--- src/rtl/cpu_types_pkg.sv ---
// Shared CPU-side types: bus word, RAM handshake states and the memory arbiter FSM encoding.
package cpu_types_pkg;

   typedef logic [31:0] word_t;

   typedef enum logic [1:0] {
      FREE   = 2'd0,
      BUSY   = 2'd1,
      ACCESS = 2'd2,
      ERROR  = 2'd3
   } ramstate_t;

   typedef enum logic [1:0] {
      IDLE   = 2'd0,
      DGRANT = 2'd1,
      IGRANT = 2'd2,
      RESP   = 2'd3
   } memarb_state_t;

   localparam word_t MEM_BAD_WORD = 32'hBAD1BAD1;

endpackage

--- src/rtl/memory_arbiter_if.sv ---
// Datapath <-> arbiter <-> RAM signal bundle; one modport per party on the bus.
interface memory_arbiter_if;
   import cpu_types_pkg::*;

   logic      iREN;
   word_t     iaddr;
   logic      dREN;
   logic      dWEN;
   word_t     daddr;
   word_t     dstore;
   logic      ihit;
   word_t     iload;
   logic      dhit;
   word_t     dload;
   logic      mem_err;
   logic      ramREN;
   logic      ramWEN;
   word_t     ramaddr;
   word_t     ramstore;
   word_t     ramload;
   ramstate_t ramstate;

   modport arb (
      input  iREN, iaddr, dREN, dWEN, daddr, dstore, ramload, ramstate,
      output ihit, iload, dhit, dload, mem_err, ramREN, ramWEN, ramaddr, ramstore
   );

   modport dp (
      output iREN, iaddr, dREN, dWEN, daddr, dstore,
      input  ihit, iload, dhit, dload, mem_err
   );

   modport ram (
      input  ramREN, ramWEN, ramaddr, ramstore,
      output ramload, ramstate
   );

endinterface

--- src/rtl/memory_arbiter.sv ---
// Serialises instruction fetches and data loads/stores onto one single-ported RAM.
// Data requests win; every access ends in a one-cycle RESP followed by an IDLE bubble.
module memory_arbiter
   import cpu_types_pkg::*;
#(
   parameter int    TIMEOUT_CYCLES = 64,
   parameter word_t BAD_WORD       = MEM_BAD_WORD
) (
   input  logic          CLK,
   input  logic          RST,
   memory_arbiter_if.arb mif
);

   localparam int                 CNT_W    = $clog2(TIMEOUT_CYCLES) + 1;
   localparam logic [CNT_W-1:0]   CNT_LAST = CNT_W'(TIMEOUT_CYCLES - 1);
   localparam logic [CNT_W-1:0]   CNT_MAX  = '1;

   memarb_state_t    state_q, state_d;
   logic [CNT_W-1:0] cnt_q, cnt_d;
   word_t            addr_q, addr_d;
   word_t            store_q, store_d;
   logic             wr_q, wr_d;
   logic             is_data_q, is_data_d;
   word_t            iload_q, iload_d;
   word_t            dload_q, dload_d;
   logic             err_q, err_d;
   logic             in_grant;

   always_ff @(posedge CLK) begin
      if (RST) begin
         state_q   <= IDLE;
         cnt_q     <= '0;
         addr_q    <= '0;
         store_q   <= '0;
         wr_q      <= 1'b0;
         is_data_q <= 1'b0;
         iload_q   <= '0;
         dload_q   <= '0;
         err_q     <= 1'b0;
      end else begin
         state_q   <= state_d;
         cnt_q     <= cnt_d;
         addr_q    <= addr_d;
         store_q   <= store_d;
         wr_q      <= wr_d;
         is_data_q <= is_data_d;
         iload_q   <= iload_d;
         dload_q   <= dload_d;
         err_q     <= err_d;
      end
   end

   always_comb begin
      state_d   = state_q;
      cnt_d     = cnt_q;
      addr_d    = addr_q;
      store_d   = store_q;
      wr_d      = wr_q;
      is_data_d = is_data_q;
      iload_d   = iload_q;
      dload_d   = dload_q;
      err_d     = err_q;

      case (state_q)
         IDLE: begin
            if (mif.dREN || mif.dWEN) begin
               state_d   = DGRANT;
               addr_d    = mif.daddr;
               store_d   = mif.dstore;
               wr_d      = mif.dWEN;
               is_data_d = 1'b1;
               cnt_d     = '0;
            end else if (mif.iREN) begin
               state_d   = IGRANT;
               addr_d    = mif.iaddr;
               wr_d      = 1'b0;
               is_data_d = 1'b0;
               cnt_d     = '0;
            end
         end
         DGRANT, IGRANT: begin
            if (cnt_q != CNT_MAX) cnt_d = cnt_q + 1'b1;
            // Load registers are updated on the way into RESP so the hit pulse sees fresh data.
            if (mif.ramstate == ACCESS) begin
               state_d = RESP;
               if (!wr_q) begin
                  if (is_data_q) dload_d = mif.ramload;
                  else           iload_d = mif.ramload;
               end
            end else if (mif.ramstate == ERROR || cnt_q == CNT_LAST) begin
               state_d = RESP;
               err_d   = 1'b1;
               if (!wr_q) begin
                  if (is_data_q) dload_d = BAD_WORD;
                  else           iload_d = BAD_WORD;
               end
            end
         end
         RESP: state_d = IDLE;
         default: state_d = IDLE;
      endcase
   end

   always_comb begin
      in_grant     = (state_q == DGRANT) || (state_q == IGRANT);
      mif.ramREN   = in_grant && !wr_q;
      mif.ramWEN   = in_grant && wr_q;
      mif.ramaddr  = addr_q;
      mif.ramstore = store_q;
      mif.ihit     = (state_q == RESP) && !is_data_q;
      mif.dhit     = (state_q == RESP) && is_data_q;
      mif.iload    = iload_q;
      mif.dload    = dload_q;
      mif.mem_err  = err_q;
   end

endmodule

--- src/flat_wrapper.sv ---
// flat-port wrapper written by rule: the top's interface ports become plain ports
module memory_arbiter_flat import cpu_types_pkg::*;
#(
   parameter int    TIMEOUT_CYCLES = 64,
   parameter word_t BAD_WORD       = MEM_BAD_WORD
)
  (CLK, RST, mif_iREN, mif_iaddr, mif_dREN, mif_dWEN, mif_daddr, mif_dstore, mif_ramload, mif_ramstate, mif_ihit, mif_iload, mif_dhit, mif_dload, mif_mem_err, mif_ramREN, mif_ramWEN, mif_ramaddr, mif_ramstore);
  memory_arbiter_if mif_i ();
  input  logic CLK;
  input  logic RST;
  input wire logic [$bits(mif_i.iREN)-1:0] mif_iREN;
  input wire logic [$bits(mif_i.iaddr)-1:0] mif_iaddr;
  input wire logic [$bits(mif_i.dREN)-1:0] mif_dREN;
  input wire logic [$bits(mif_i.dWEN)-1:0] mif_dWEN;
  input wire logic [$bits(mif_i.daddr)-1:0] mif_daddr;
  input wire logic [$bits(mif_i.dstore)-1:0] mif_dstore;
  input wire logic [$bits(mif_i.ramload)-1:0] mif_ramload;
  input wire logic [$bits(mif_i.ramstate)-1:0] mif_ramstate;
  output wire logic [$bits(mif_i.ihit)-1:0] mif_ihit;
  output wire logic [$bits(mif_i.iload)-1:0] mif_iload;
  output wire logic [$bits(mif_i.dhit)-1:0] mif_dhit;
  output wire logic [$bits(mif_i.dload)-1:0] mif_dload;
  output wire logic [$bits(mif_i.mem_err)-1:0] mif_mem_err;
  output wire logic [$bits(mif_i.ramREN)-1:0] mif_ramREN;
  output wire logic [$bits(mif_i.ramWEN)-1:0] mif_ramWEN;
  output wire logic [$bits(mif_i.ramaddr)-1:0] mif_ramaddr;
  output wire logic [$bits(mif_i.ramstore)-1:0] mif_ramstore;
  assign mif_i.iREN = mif_iREN;
  assign mif_i.iaddr = mif_iaddr;
  assign mif_i.dREN = mif_dREN;
  assign mif_i.dWEN = mif_dWEN;
  assign mif_i.daddr = mif_daddr;
  assign mif_i.dstore = mif_dstore;
  assign mif_i.ramload = mif_ramload;
  assign mif_i.ramstate = mif_ramstate;
  assign mif_ihit = mif_i.ihit;
  assign mif_iload = mif_i.iload;
  assign mif_dhit = mif_i.dhit;
  assign mif_dload = mif_i.dload;
  assign mif_mem_err = mif_i.mem_err;
  assign mif_ramREN = mif_i.ramREN;
  assign mif_ramWEN = mif_i.ramWEN;
  assign mif_ramaddr = mif_i.ramaddr;
  assign mif_ramstore = mif_i.ramstore;
  memory_arbiter #(.TIMEOUT_CYCLES(TIMEOUT_CYCLES), .BAD_WORD(BAD_WORD)) u_core (.CLK(CLK), .RST(RST), .mif(mif_i));
endmodule
--- config.mk ---
export PLATFORM = sky130hd
export DESIGN_NAME = memory_arbiter_flat
export DESIGN_NICKNAME = d
export VERILOG_FILES = /design/src/rtl/cpu_types_pkg.sv /design/src/rtl/memory_arbiter_if.sv /design/src/rtl/memory_arbiter.sv /design/src/flat_wrapper.sv
export SDC_FILE = /design/constraint.sdc
export NUM_CORES = 1
export LEC_CHECK = 0
export ABC_CLOCK_PERIOD_IN_PS = 2500
export CORE_ASPECT_RATIO = 0.8
export CORE_UTILIZATION = 41
export DETAILED_ROUTE_END_ITERATION = 10
export PLACE_DENSITY = 0.89
export SYNTH_ARGS = -nofsm -noshare
export SYNTH_HDL_FRONTEND = slang
export SYNTH_SLANG_ARGS = --single-unit
export TNS_END_PERCENT = 100
--- constraint.sdc ---
create_clock -name CLK -period 2.5 [get_ports CLK]
set_clock_uncertainty 0.1 [all_clocks]
set_input_delay 0.5 -clock CLK [delete_from_list [all_inputs] [get_ports CLK]]
set_output_delay 0.5 -clock CLK [all_outputs]
set_load 0.02 [all_outputs]
==> results of run 1 <==
## worst register-to-register path, cell delays in order (launching register included)
cell	delay, ns
dfxtp_1	0.34
inv_1	0.08
ha_1	0.36
buf_4	0.20
nand2_1	0.08
o32ai_1	0.60
o311ai_0	0.22
o41ai_1	0.09
## cell usage after synthesis (2+ instances only)
library cell	instances	share of area [%]
o41ai_1	2	0.31
and2_1	4	0.44
clkbuf_1	33	2.2
nand4_1	2	0.22
buf_1	3	0.20
buf_12	3	1.1
a311oi_1	33	5.1
nand3b_1	3	0.40
o311ai_0	2	0.31
mux2i_1	65	11
a21oi_1	40	3.5
nand3_1	16	1.4
nor2_1	39	2.6
inv_1	3	0.20
dfxtp_1	140	50
buf_2	11	0.97
nor2b_1	6	0.66
ha_1	4	0.88
o21ai_0	23	2.0
nand2_1	201	13
## metal layers
| layer | global-route usage [%] | share of wire [%] |
|---|---|---|
| met5 | 0 | 0 |
| met4 | 8.93 | 1.8 |
| met3 | 5.86 | 6.7 |
| met2 | 39.6 | 50 |
| met1 | 25.9 | 42 |
## stage by stage
step / power, uW / instances / utilization (%) / hold WS (ns) / cell area [um^2]
global route: 9510 / 1091 / 68.3 / 0.364 / 8990
CTS: 9090 / 1091 / 68.4 / 0.356 / 8990
floorplan: 5250 / 653 / - / 0.345 / 5660
detailed placement: 6790 / 1059 / 64.3 / 0.349 / 8450
global placement: 6710 / 1059 / 64.3 / 0.341 / 8450
finish: 9010 / 1091 / 68.3 / 0.356 / 8990
## final cells by class
cell class | instances | area [um^2] | area share [%]
well taps | 175 | 219 | 2.44
flip-flops and latches | 140 | 2800 | 31.2
repair buffers | 282 | 2820 | 31.4
clock inverters | 14 | 114 | 1.27
inverters | 4 | 15.0 | 0.167
clock buffers | 18 | 429 | 4.78
multi-input cells | 458 | 2580 | 28.7
## cells by family after synthesis
| kind of cell | count (synthesis) | synth area share (%) |
|---|---|---|
| simple gates | 279 | 20.4 |
| flops | 140 | 49.5 |
| compound gates | 109 | 12.6 |
| mux | 65 | 11.5 |
| buf+inv | 55 | 4.89 |
| fa+ha+maj | 4 | 0.885 |
| xor+xnor | 1 | 0.155 |
## power by group through the flow
stage | logic (uW) | clock network (uW) | registers [uW]
floorplan | 1590 | 0 | 3650
global placement | 3640 | 0 | 3060
detailed placement | 3700 | 0 | 3090
CTS | 3700 | 2350 | 3040
global route | 3950 | 2450 | 3110
finish | 3680 | 2290 | 3040
## how the worst min path moves through the flow
stage / end / slack (ns) / start
after global placement: u_core.mif.ramstore[28]$_SDFFE_PP0P_ / 0.34 / u_core.mif.ramstore[28]$_SDFFE_PP0P_
after detailed placement: u_core.mif.ramstore[27]$_SDFFE_PP0P_ / 0.35 / u_core.mif.ramstore[27]$_SDFFE_PP0P_
after floorplan: u_core.wr_q$_SDFFE_PP0P_ / 0.35 / u_core.wr_q$_SDFFE_PP0P_
final: u_core.mif.ramstore[10]$_SDFFE_PP0P_ / 0.36 / u_core.mif.ramstore[10]$_SDFFE_PP0P_
after CTS: u_core.mif.mem_err$_SDFFE_PP0P_ / 0.36 / RST
after global routing: u_core.mif.mem_err$_SDFFE_PP0P_ / 0.36 / RST
## state kept, by name, indices dropped and copies added (netlist names)
signal	count
u_core.cnt_q	7
u_core.is_data_q	1
u_core.mif.dload	32
u_core.mif.iload	32
u_core.mif.mem_err	1
u_core.mif.ramaddr	32
u_core.mif.ramstore	32
u_core.state_q	2
u_core.wr_q	1
## repair_timing
action                                  in CTS  in global routing
gates cloned                                 0                  0
endpoints found under the setup margin       2                  1
gates resized for setup                      2                  2
setup buffers                                0                  0
==> key figures, run 1 <==
Min path
  • Hold path depth: 2
  • Hold Path Class: register to register

Timing
  • Setup violations, final: 0
  • Worst Tran Pin Value: 0.713 ns
  • Final hold violations: 0
  • Setup_tns: 0 ns
  • F_max: 430 MHz
  • RSZ-0062 raised after global routing: no
  • PnR worst setup slack: 0.174 ns
  • Slew Limit Headroom: 52.3%
  • Fin crit share: 93.0%
  • Fin crit period: 2.33 ns
  • Max-slew violations: 0

Power
  • Cell-internal power: 5750 uW
  • P_leak: 0.00371 uW
  • Logic pwr share: 40.8%
  • Clock group share of total power: 25.4%
  • Sequential Power Share: 33.8%
  • NetSw: 3270 uW
  • Sw Share: 36.2%
  • P per Cell Area: 1000 nW/um^2
  • Max IR drop VDD: 605 uV

Place
  • Place WS: 0.168 ns
  • RD Place Congestion: 0.764
  • Final HPWL from detailed placement: 11.5 mm
  • Port bufs: 267

Route
  • Detailed Routing Iterations Pass 1: 5
  • Drt wl/cell: 14.6 um
  • Post-DRT Antenna Nets: 0
  • Detailed Route WL: 15.9 mm
  • Drt drc: 0
  • Vias: 5,468
  • Via/cell ratio: 5.01
  • Iteration-0 DRC Markers: 276

Die
  • IO Pins: 268
  • Starting Density: 43.0%
  • FP Rows: 37
  • Chip width: 133 um
  • Die area: 14,300 um^2
  • Die H: 107 um
  • Core area: 13,100 um^2

Clocking
  • CTS root buf: clkbuf_16
  • CTS buffer count: 17
  • Max H-tree Level: 4
  • Clk Latency, worst-skew pair: 0.41 ns
  • Post-CTS Hold Fix Bufs: 0
  • Clock-pin slew on the worst setup and hold paths: 0.06 ns
  • Maximum clock insertion buffer count: 2
  • Clock Sinks: 140
  • Clock tree from TritonCTS: yes

Logic synthesis
  • Post-synthesis sequential area ratio: 49.5%
  • Unique masters post-synth: 40
  • Yosys reg bits: 140
  • Area of the mapped netlist: 5660 um^2
  • Mean post-synth cell area: 8.66 um^2
  • Synth warn: 0
  • Ys async rst share: 0%
  • Syn Nets: 792
  • Prevailing post-synth register cell: dfxtp_1
  • Number of synthesized flops with an enable pin: 0
  • Cell count after synthesis: 653

Worst setup path
  • Critical Path Start Type: register
  • Setup slack, reg-to-reg: 0.33 ns
  • Critical path cell sequence: inv_1 -> ha_1 -> and2_1 -> dlygate4sd2_1
  • Worst Path Class, Setup: register to primary output
  • Crit end category: primary output
  • Crit path largest cell delay: 0.37 ns
  • Worst Path Buf+Inv: 2
  • Worst R2R Path Depth: 7
  • Crit path to: mif_ramWEN
  • Top delay family on crit path: buffers and inverters
  • Required @ worst endpoint: 1.90 ns
  • Worst path depth: 4
  • Crit Reg-Reg Endpoint: u_core.cnt_q[3]$_SDFFE_PP0P_
  • CP Max Fanout: 5
  • Start point of the critical path: u_core.state_q[0]$_SDFFE_PP0P_
  • Critical Path Slowest Stage Cell: dlygate4sd2_1
  • Crit path DAT: 1.73 ns
  • Worst R2R Start: u_core.state_q[0]$_SDFFE_PP0P_

Global routing
  • Global route total overflow: 0
  • Pin count of the biggest net entering global routing: 96
  • Vias in the first global route: 5,344
  • First-pass GRT wire length: 25.8 mm
  • Initial antenna violation count: 0
  • Overall Global Routing Usage: 22.4%

Cells and area
  • Layout cell share with drive strength beyond 1: 6.22%
  • Filler cell count: 1,052
  • Layout area overhead: 58.8%
  • N_diodes: 0
  • Commonest non-fill, non-tap cells in the layout: clkdlybuf4s50_1, nand2_1, dfxtp_1
  • Most common cell after layout, fill and taps aside: clkdlybuf4s50_1
  • Nets@finish: 1,042

Run
  • Maxcap violations: 0

Outcome
  • Status: complete, no violations
(Power assumes the default switching activity.)
==> inputs of run 2 (changes only) <==
Settings changed: CORE_MARGIN from default to 1.
==> results of run 2 <==
The final DEF is identical to that of run 1; final timing and power are the same.
